<file path="config.mk">
export PLATFORM = sky130hd
export DESIGN_NAME = mem_bus_arbiter_flat
export DESIGN_NICKNAME = d
export VERILOG_FILES = /design/src/rtl/mem_bus_arbiter_if.sv /design/src/rtl/mem_bus_arbiter.sv /design/src/flat_wrapper.sv
export SDC_FILE = /design/constraint.sdc
export NUM_CORES = 1
export LEC_CHECK = 0
export ABC_AREA = 1
export BUFFER_PORTS_ARGS = -buffer_cell sky130_fd_sc_hd__buf_2
export CORE_AREA = 2 2 116 118
export CTS_BUF_LIST = sky130_fd_sc_hd__clkbuf_8
export DETAILED_ROUTE_END_ITERATION = 6
export DIE_AREA = 0 0 118 120
export PLACE_DENSITY_LB_ADDON = 0.25
export REMOVE_ABC_BUFFERS = 1
export SLEW_MARGIN = 20
export SYNTH_ARGS = -nofsm -noshare
export SYNTH_HDL_FRONTEND = slang
export SYNTH_SLANG_ARGS = --single-unit
</file>
<file path="constraint.sdc">
create_clock -name clk -period 3.1 [get_ports clk]
set_input_delay 0.62 -clock clk [delete_from_list [all_inputs] [get_ports clk]]
set_output_delay 0.62 -clock clk [all_outputs]
set_load 0.05 [all_outputs]
</file>
<file path="src/rtl/mem_bus_arbiter_if.sv">
// mem_bus_arbiter_if: requester, memory and debug signals of the two-port memory arbiter
interface mem_bus_arbiter_if #(
  parameter int AW = 32,
  parameter int DW = 32
);
  logic          m0_req, m1_req, m0_we, m1_we;
  logic [AW-1:0] m0_addr, m1_addr;
  logic [DW-1:0] m0_wdata, m1_wdata;
  logic          m0_gnt, m1_gnt, m0_rvalid, m1_rvalid;
  logic [DW-1:0] m0_rdata, m1_rdata;
  logic [AW-1:0] mem_addr;
  logic [DW-1:0] mem_wdata, mem_rdata;
  logic          mem_we, mem_en;
  logic [1:0]    dbg_owner;
  modport slave (
    input  m0_req, m1_req, m0_we, m1_we, m0_addr, m1_addr, m0_wdata, m1_wdata, mem_rdata,
    output m0_gnt, m1_gnt, m0_rvalid, m1_rvalid, m0_rdata, m1_rdata,
           mem_addr, mem_wdata, mem_we, mem_en, dbg_owner
  );
  modport master (
    output m0_req, m1_req, m0_we, m1_we, m0_addr, m1_addr, m0_wdata, m1_wdata, mem_rdata,
    input  m0_gnt, m1_gnt, m0_rvalid, m1_rvalid, m0_rdata, m1_rdata,
           mem_addr, mem_wdata, mem_we, mem_en, dbg_owner
  );
endinterface

</file>
<file path="src/rtl/mem_bus_arbiter.sv">
// mem_bus_arbiter: two-port round-robin arbiter for a single-ported data memory; MEM_ARB_BURST_EN enables multi-beat tenures
module mem_bus_arbiter #(
  parameter int AW = 32,
  parameter int DW = 32,
  parameter int BURST_LEN = 4
) (
  input logic clk,
  input logic rst,
  mem_bus_arbiter_if.slave bus
);
  typedef enum logic [1:0] {IDLE = 2'd0, OWN0 = 2'd1, OWN1 = 2'd2} state_t;
  state_t state_q, state_d;
  logic last_q, last_d, rvalid0_q, rvalid1_q;
  logic own0, own1, owner_req, other_req, last_beat, tend;
  if (BURST_LEN < 1 || BURST_LEN > 16) begin : g_bad_len
    $error("BURST_LEN must be within 1..16");
  end
  assign own0 = state_q == OWN0;
  assign own1 = state_q == OWN1;
  assign owner_req = own0 ? bus.m0_req : own1 & bus.m1_req;
  assign other_req = own0 ? bus.m1_req : bus.m0_req;
  assign tend = !owner_req | last_beat;
  assign bus.m0_gnt = own0 & bus.m0_req;
  assign bus.m1_gnt = own1 & bus.m1_req;
  assign bus.mem_en = owner_req;
  assign bus.mem_we = owner_req & (own0 ? bus.m0_we : bus.m1_we);
  assign bus.mem_addr = own0 ? bus.m0_addr : own1 ? bus.m1_addr : {AW{1'b0}};
  assign bus.mem_wdata = own0 ? bus.m0_wdata : own1 ? bus.m1_wdata : {DW{1'b0}};
  assign bus.m0_rvalid = rvalid0_q;
  assign bus.m1_rvalid = rvalid1_q;
  assign bus.m0_rdata = bus.mem_rdata;
  assign bus.m1_rdata = bus.mem_rdata;
  assign bus.dbg_owner = state_q;
`ifdef MEM_ARB_BURST_EN
  logic [3:0] cnt_q, cnt_d;
  assign last_beat = cnt_q == 4'(BURST_LEN - 1);
  assign cnt_d = (state_q == IDLE || tend) ? 4'd0 : cnt_q + 4'd1;
  // beat counter within the current tenure, cleared whenever ownership is given up
  always_ff @(posedge clk or negedge rst)
    if (!rst) cnt_q <= 4'd0;
    else cnt_q <= cnt_d;
`else
  assign last_beat = 1'b1;
`endif
  // IDLE arbitrates with the round-robin pointer; an owner hands over straight to a waiting peer
  always_comb begin
    state_d = state_q == IDLE ? (bus.m0_req & bus.m1_req ? (last_q ? OWN0 : OWN1) :
                                 bus.m0_req ? OWN0 : bus.m1_req ? OWN1 : IDLE) :
              !tend ? state_q : !other_req ? IDLE : own0 ? OWN1 : OWN0;
    last_d = (state_q != IDLE && tend) ? own1 : last_q;
  end
  // state, round-robin pointer and one-cycle read-response flags
  always_ff @(posedge clk or negedge rst)
    if (!rst) begin
      state_q <= IDLE;
      last_q <= 1'b1;
      rvalid0_q <= 1'b0;
      rvalid1_q <= 1'b0;
    end else begin
      state_q <= state_d;
      last_q <= last_d;
      rvalid0_q <= bus.m0_gnt & !bus.m0_we;
      rvalid1_q <= bus.m1_gnt & !bus.m1_we;
    end
endmodule

</file>
<file path="src/flat_wrapper.sv">
// flat-port wrapper written by rule: the top's interface ports become plain ports
module mem_bus_arbiter_flat 
#(
  parameter int AW = 32,
  parameter int DW = 32,
  parameter int BURST_LEN = 4
)
  (clk, rst, bus_m0_req, bus_m1_req, bus_m0_we, bus_m1_we, bus_m0_addr, bus_m1_addr, bus_m0_wdata, bus_m1_wdata, bus_mem_rdata, bus_m0_gnt, bus_m1_gnt, bus_m0_rvalid, bus_m1_rvalid, bus_m0_rdata, bus_m1_rdata, bus_mem_addr, bus_mem_wdata, bus_mem_we, bus_mem_en, bus_dbg_owner);
  mem_bus_arbiter_if #(.AW(AW), .DW(DW)) bus_i ();
  input logic clk;
  input logic rst;
  input wire logic [$bits(bus_i.m0_req)-1:0] bus_m0_req;
  input wire logic [$bits(bus_i.m1_req)-1:0] bus_m1_req;
  input wire logic [$bits(bus_i.m0_we)-1:0] bus_m0_we;
  input wire logic [$bits(bus_i.m1_we)-1:0] bus_m1_we;
  input wire logic [$bits(bus_i.m0_addr)-1:0] bus_m0_addr;
  input wire logic [$bits(bus_i.m1_addr)-1:0] bus_m1_addr;
  input wire logic [$bits(bus_i.m0_wdata)-1:0] bus_m0_wdata;
  input wire logic [$bits(bus_i.m1_wdata)-1:0] bus_m1_wdata;
  input wire logic [$bits(bus_i.mem_rdata)-1:0] bus_mem_rdata;
  output wire logic [$bits(bus_i.m0_gnt)-1:0] bus_m0_gnt;
  output wire logic [$bits(bus_i.m1_gnt)-1:0] bus_m1_gnt;
  output wire logic [$bits(bus_i.m0_rvalid)-1:0] bus_m0_rvalid;
  output wire logic [$bits(bus_i.m1_rvalid)-1:0] bus_m1_rvalid;
  output wire logic [$bits(bus_i.m0_rdata)-1:0] bus_m0_rdata;
  output wire logic [$bits(bus_i.m1_rdata)-1:0] bus_m1_rdata;
  output wire logic [$bits(bus_i.mem_addr)-1:0] bus_mem_addr;
  output wire logic [$bits(bus_i.mem_wdata)-1:0] bus_mem_wdata;
  output wire logic [$bits(bus_i.mem_we)-1:0] bus_mem_we;
  output wire logic [$bits(bus_i.mem_en)-1:0] bus_mem_en;
  output wire logic [$bits(bus_i.dbg_owner)-1:0] bus_dbg_owner;
  assign bus_i.m0_req = bus_m0_req;
  assign bus_i.m1_req = bus_m1_req;
  assign bus_i.m0_we = bus_m0_we;
  assign bus_i.m1_we = bus_m1_we;
  assign bus_i.m0_addr = bus_m0_addr;
  assign bus_i.m1_addr = bus_m1_addr;
  assign bus_i.m0_wdata = bus_m0_wdata;
  assign bus_i.m1_wdata = bus_m1_wdata;
  assign bus_i.mem_rdata = bus_mem_rdata;
  assign bus_m0_gnt = bus_i.m0_gnt;
  assign bus_m1_gnt = bus_i.m1_gnt;
  assign bus_m0_rvalid = bus_i.m0_rvalid;
  assign bus_m1_rvalid = bus_i.m1_rvalid;
  assign bus_m0_rdata = bus_i.m0_rdata;
  assign bus_m1_rdata = bus_i.m1_rdata;
  assign bus_mem_addr = bus_i.mem_addr;
  assign bus_mem_wdata = bus_i.mem_wdata;
  assign bus_mem_we = bus_i.mem_we;
  assign bus_mem_en = bus_i.mem_en;
  assign bus_dbg_owner = bus_i.dbg_owner;
  mem_bus_arbiter #(.AW(AW), .DW(DW), .BURST_LEN(BURST_LEN)) u_core (.clk(clk), .rst(rst), .bus(bus_i));
endmodule
</file>
==> results of run 1 <==
[registers in the layout, summed over array words and instances, names as in the netlist]
| register | count |
|---|---|
| u_core.bus.m0_rvalid | 1 |
| u_core.bus.dbg_owner | 2 |
| u_core.bus.m1_rvalid | 1 |
| u_core.last_q | 1 |
[cells in the final DEF (no fill, tap or decap)]
cell type  synthesis  final
a21oi_1            2      2
buf_12             0      2
buf_2              7    205
buf_4             78      5
clkbuf_8           0      3
dfrtp_1            4      2
dfrtp_2            0      2
dfstp_2            1      1
inv_1              6      7
inv_2              2      2
nand2_1           71     71
nand3_1          132    132
nor2_1             3      3
[kinds of logic after synthesis]
group / Yosys count / synth area share (%)
DFF: 5 / 6.99
buffers and inverters: 101 / 40.6
and+or+nand+nor: 206 / 51.9
AOI/OAI and AO/OA: 2 / 0.554
[metrics by stage]
step           total power (uW)  worst slack (ps)  cell area [sq um]  hold WS [ps]
2_1_floorplan               800              -963               1100           324
3_3_place_gp               1120               670               2430           444
3_5_place_dp               1120               652               2430           443
4_1_cts                    1250               405               2480           201
5_1_grt                    1310               220               2480           211
6_report                   1230               442               2480           204
[cell type report]
class | instances | area share [%]
Timing Repair Buffer | 212 | 44.6
Inverter | 8 | 1.21
Sequential cell | 5 | 5.20
Multi-Input combinational cell | 208 | 38.3
Clock inverter | 1 | 0.152
Tap cell | 176 | 8.89
Clock buffer | 3 | 1.67
[worst reg2reg max path: stages (launching register included)]
cell and delay, ps:
dfrtp_2 700, buf_4 430, nand3_1 200, nor2_1 140
[report_power, final]
part           switching, uW  leakage (uW)  internal (uW)  total, uW
clock                   35.2     0.0000269           85.1        120
sequential              20.6     0.0000607           76.9       97.4
combinational            766       0.00153            249       1010
[routing by layer]
| layer | up-vias | GRT usage (%) | wire length (microns) | share of wire [%] |
|---|---|---|---|---|
| met1 | 1149 | 15.4 | 3930 | 34 |
| met3 | 13 | 12.6 | 2160 | 19 |
| met4 | 2 | 1.66 | 57 | 0.49 |
| met5 | - | 5.51 | 78 | 0.67 |
| li1 | 1220 | - | - | - |
| met2 | 194 | 24.6 | 5400 | 46 |
[worst max-delay path by stage]
| stage | start | to | cells past startpoint |
|---|---|---|---|
| detailed placement | u_core.bus.dbg_owner[0] | bus_mem_we | 6 |
| global route | u_core.bus.dbg_owner[0] | bus_mem_we | 6 |
| floorplan | u_core.bus.dbg_owner[0] | bus_mem_we | 5 |
| global placement | u_core.bus.dbg_owner[0] | bus_mem_we | 6 |
| finish | u_core.bus.dbg_owner[0] | bus_mem_we | 6 |
| CTS | u_core.bus.dbg_owner[0] | bus_mem_we | 6 |
==> metrics.md, run 1 <==
| Metric | Value |
|---|---|
| Critical Path Source Type | register |
| First-pass GRT wire length | 15,800 microns |
| First-pass DRT Iterations | 4 |
| Setup TNS | 0 ps |
| Power Density | 498 nW/um^2 |
| 1st-iter DRT viols | about 130 |
| Initial antenna violation count | 0 |
| Cts hold-fix bufs | 0 |
| # placed instances | between 600 and 700 |
| Initial Utilization | ~14% |
| Total CTS buffers | 3 |
| Sequential area share after synthesis | around 7% |
| Top_reg_cell synth | dfrtp_1 |
| Static leakage | ~0.0016 uW |
| Vias in the first global route | 2,350 |
| Synth cell count leaders | nand3_1 (132), buf_4 (78), nand2_1 (71), buf_2 (7), buf_6 (7) |
| Worst reg2reg setup slack | approximately 1600 ps |
| Ys async rst share | 100% |
| Post-Layout Cell Count | 613 |
| Cells after Synth | 314 |
| Post-synth EDFFs | 0 |
| Setup Viol. Count Final | 0 |
| #FFs+latches synth | 5 |
| Cell Area, Synth | about 1800 sq um |
| Critical Path Most Common Cell | nand2_1 |
| Crit end category | primary output |
| Fillers | 1,542 |
| Worst-Margin Slew | between 700 and 800 ps |
| Multi-input logic area | between 900 and 1000 sq um |
| Largest cells by area after synthesis | nand3_1 (37%), buf_4 (32%), nand2_1 (15%) |
| Final Cycle Share | between 80% and 90% |
| Reg2reg path depth | 3 |
| Critical path's slowest cell | dfrtp_2 |
| I/O Buffers | roughly 210 |
| Yosys warning count | 0 |
| H-tree levels | 1 |
| Post-route DRC | 0 |
| Max-slew violations | 0 |
| Distinct cells, synth | 12 |
| Most common cell in the netlist | nand3_1 |
| CP Cell Sequence | buf_4 > nand3_1 > nand2_1 > nand2_1 > inv_1 > buf_2 |
| Post-Syn Area per Cell | 5.76 sq um |
| Clk root buf | clkbuf_8 |
| Final WL | roughly 12,000 microns |
| Achievable Freq | between 0.3 and 0.4 GHz |
| Layout overhead on the synthesized area | 37.0% |
| Clk Latency, worst-skew pair | around 230 ps |
| Final Hold Viols | 0 |
| Nets | slightly above 600 |
| Ports | 302 |
| Post-CTS Setup Inserts | 0 |
| Worst path bufs/invs | 3 |
| Critical Path RT | 2480 ps |
| Reg2reg start | u_core.bus.dbg_owner[0] |
| RSZ-0062 raised after global routing | no |
| Post-DR vias/cell | around 4.2 |
| CP delay by family, top | buffers and inverters |
| Crit-path max FO | 31 |
| Peak VDD IR | roughly 0.23 mV |
| Status | finished clean |
| Clock Skew | ~1.9 ps |
| Reg-to-Reg End | u_core.bus.m0_rvalid |
| Total number of vias | roughly 2,600 |
| GRT Total Usage | 15.2% |
| Gr ovfl total | 0 |
| Post-DRT Antenna Nets | 0 |
| Max incr delay on CP | roughly 700 ps |
| Fraction of layout cells with a size suffix above 1 | between 50% and 60% |
| CTS tree | yes |
| Rel. slew slack | 52.4% |
| Clock Tree Buf Depth | 2 |
| Leading area contributor after synthesis | nand3_1 |
| Drt wl/cell | 19.0 microns |
| Die span in y | about 120 microns |
| # clock sinks | 5 |
| GP Congestion | approximately 0.87 |
| Synth top area share | between 30% and 40% |
| Max-cap violations | 0 |
| Fin crit period | 2660 ps |
| Finished Core Util | around a fifth |
| Die span in x | 118 microns |
| Worst path arrival time | a little over 2000 ps |
| Largest net degree at the start of global routing | 68 |
| Placeable Area | around 13,000 sq um |
| Die area | between 10,000 and 15,000 sq um |
| Dpl hpwl | between 9000 and 10,000 microns |
| Ant. Diodes | 0 |
| Crit Path Class | reg2out |
| Hold WC Path Type | in2async |
| Sequential cell area | 129 sq um |
| Rows | 42 |
| CTS resizes | 0 |
| Reg clk slew, reported paths | 40 ps |
No activity file was read; power rests on OpenSTA's default activity.
==> run 2: changes to the inputs <==
--- a/config.mk
+++ b/config.mk
@@ -11,7 +11,7 @@
 export CTS_BUF_LIST = sky130_fd_sc_hd__clkbuf_8
 export DETAILED_ROUTE_END_ITERATION = 6
 export DIE_AREA = 0 0 118 120
-export PLACE_DENSITY_LB_ADDON = 0.25
+export PLACE_DENSITY_LB_ADDON = 0.12
 export REMOVE_ABC_BUFFERS = 1
 export SLEW_MARGIN = 20
 export SYNTH_ARGS = -nofsm -noshare
==> run 2 against run 1 <==
Compared with the run above: first-iteration DRC count decreased by 12%; register-to-register slack gained 150 ps; maximum frequency up 7.5%; power decreased by 0.96%; worst hold slack worse by 3.7 ps; die area unchanged.
==> metrics.md, run 2 (synthesis gave the netlist of run 1 again) <==
| Metric | Value |
|---|---|
| Status | finished clean (unchanged) |
| Critical Path RT | 2480 ps (about the same) |
| Max-slew violations | 0 (unchanged) |
| GRT Total Usage | 12.2% (was 15.2%) |
| Clk Latency, worst-skew pair | 230 ps (about the same) |
| Fraction of layout cells with a size suffix above 1 | 50.2% (was 50.3%) |
| Internal power | 405 uW (was 411 uW) |
| Static leakage | 0.00161 uW (was 0.00162 uW) |
| Total number of vias | 2,580 (was 2,578) |
| Placeable Area | 13,000 sq um (unchanged) |
| Total CTS buffers | 3 (unchanged) |
| Power Density | 497 nW/um^2 (was 498 nW/um^2) |
| Worst path arrival time | 1850 ps (was 2040 ps) |
| Die span in y | 120 microns (unchanged) |
| Critical Path Source Type | register (unchanged) |
| Cts hold-fix bufs | 0 (unchanged) |
| Post-DR vias/cell | 4.22 (was 4.21) |
| Initial antenna violation count | 0 (unchanged) |
| Met3 GRT Util | 10.5% (was 12.6%) |
| Fin crit period | 2470 ps (was 2660 ps) |
| Final Hold Viols | 0 (unchanged) |
| 1st-iter DRT viols | 117 (was 133) |
| Clk root buf | clkbuf_8 (unchanged) |
| Hold slack final | 201 ps (was 204 ps) |
| Reg2reg start | u_core.bus.dbg_owner[1] (was u_core.bus.dbg_owner[0]) |
| Dpl hpwl | 7260 microns (was 9850 microns) |
| Post-CTS Setup Inserts | 0 (unchanged) |
| First-pass DRT Iterations | 5 (was 4) |
| CTS tree | yes (unchanged) |
| Post-Layout Cell Count | 612 (was 613) |
| Reg clk slew, reported paths | 40 ps (about the same) |
| Final Cycle Share | 79.7% (was 85.7%) |
| Hold WC Path Type | in2async (unchanged) |
| Worst path bufs/invs | 3 (unchanged) |
| GP Congestion | 0.729 (was 0.868) |
| Clock Tree Buf Depth | 2 (unchanged) |
| Drt wl/cell | 15.2 microns (was 19.0 microns) |
| Commonest non-fill, non-tap cell in the layout | buf_2 (unchanged) |
| Ports | 302 (unchanged) |
| H-tree levels | 1 (unchanged) |
| Gr ovfl total | 0 (unchanged) |
| CP delay by family, top | buffers and inverters (unchanged) |
| Initial Utilization | 13.9% (unchanged) |
| Comb pwr share | 83.4% (was 82.3%) |
| Worst-Margin Slew | 738 ps (was 714 ps) |
| Setup Viol. Count Final | 0 (unchanged) |
| Sw Ratio | 66.8% (was 66.7%) |
| Die span in x | 118 microns (unchanged) |
| Leading cell types in the layout, fill and taps excluded | buf_2 (205), nand3_1 (132), nand2_1 (71), inv_1 (7), buf_4 (5) (unchanged) |
| Most Crowded Layer GR | met2 (unchanged) |
| Crit end category | primary output (unchanged) |
| Nets | 603 (was 604) |
| # clock sinks | 5 (unchanged) |
| Die area | 14,200 sq um (unchanged) |
| Ant. Diodes | 0 (unchanged) |
| I/O Buffers | 205 (unchanged) |
| Final WL | 9300 microns (was 11,600 microns) |
| Layout overhead on the synthesized area | 35.8% (was 37.0%) |
| First-pass GRT wire length | 13,600 microns (was 15,800 microns) |
| CTS resizes | 0 (unchanged) |
| Clock Skew | 2.71 ps (was 1.92 ps) |
| Fillers | 1,541 (was 1,542) |
| Reg-to-Reg End | u_core.bus.m1_rvalid (was u_core.bus.m0_rvalid) |
| Worst reg2reg setup slack | 1710 ps (was 1560 ps) |
| Setup TNS | 0 ps (unchanged) |
| Reg2reg path depth | 3 (unchanged) |
| Post-DRT Antenna Nets | 0 (unchanged) |
| Vias in the first global route | 2,307 (was 2,350) |
| Largest net degree at the start of global routing | 70 (was 68) |
| Crit-path max FO | 67 (was 31) |
| Rel. slew slack | 50.8% (was 52.4%) |
| Max incr delay on CP | 540 ps (was 700 ps) |
| Max-cap violations | 0 (unchanged) |
| Critical path's slowest cell | buf_4 (was dfrtp_2) |
| Switch Pwr | 816 uW (was 821 uW) |
| Max reg flops | 2 (unchanged) |
| # placed instances | 608 (was 609) |
| Rows | 42 (unchanged) |
| Achievable Freq | 0.405 GHz (was 0.376 GHz) |
| CP Cell Sequence | buf_4 > nand3_1 > nand2_1 > nand2_1 > inv_1 > buf_2 (unchanged) |
| CP Launch Point | u_core.bus.dbg_owner[1] (was u_core.bus.dbg_owner[0]) |
| Met2 Resource Use GR | 15.6% (was 24.6%) |
| Critical Path Most Common Cell | nand2_1 (unchanged) |
| RSZ-0062 raised after global routing | no (unchanged) |
| Clock share of power | 9.9% (was 9.8%) |
| M1 GR Usage | 15.2% (was 15.4%) |
| Post-route DRC | 0 (unchanged) |
| Seq pwr share | 6.8% (was 7.9%) |
| Crit Path Class | reg2out (unchanged) |
| Peak VDD IR | 0.140 mV (was 0.227 mV) |
[run 2: cell count changes in the layout (fill, tap and decap cells not counted), sizes merged]
cell,delta
buf,-1
[run 2: metrics by stage]
stage	setup slack [ps]	total power, uW	utilization, %	cell area [sq um]
floorplan	-963	800	-	1100
global route	409	1300	18.9	2460
finish	628	1220	18.9	2460
global placement	837	1120	18.6	2410
detailed placement	834	1110	18.6	2410
CTS	584	1230	18.9	2460
[run 2: cell type report]
cell class	count	area, sq um	share of cell area, %
Clock buffer	3	41.3	1.68
Clock inverter	1	3.75	0.153
Inverter	8	30.0	1.22
Multi-Input combinational cell	208	948	38.6
Sequential cell	5	129	5.25
Tap cell	176	220	8.97
Timing Repair Buffer	211	1080	44.1
[run 2: metal layers]
| layer | part of all wire (%) | vias to the layer above |
|---|---|---|
| met4 | 0.24 | 2 |
| li1 | - | 1220 |
| met1 | 41 | 1117 |
| met2 | 39 | 235 |
| met3 | 20 | 6 |
| met5 | 0.40 | - |
[run 2: power by group through the flow]
stage	Clock (uW)	Combinational, uW	Sequential (uW)
floorplan	0	655	145
global placement	0	1030	83.3
detailed placement	0	1020	83.6
CTS	123	1030	82.8
global route	130	1090	84.7
finish	120	1020	82.8
[run 2: worst max path at each step]
stage | endpoint | cells past startpoint
5_1_grt | bus_mem_we | 6
3_5_place_dp | bus_mem_we | 6
2_1_floorplan | bus_mem_we | 5
3_3_place_gp | bus_mem_we | 6
6_report | bus_mem_we | 6
4_1_cts | bus_mem_we | 6
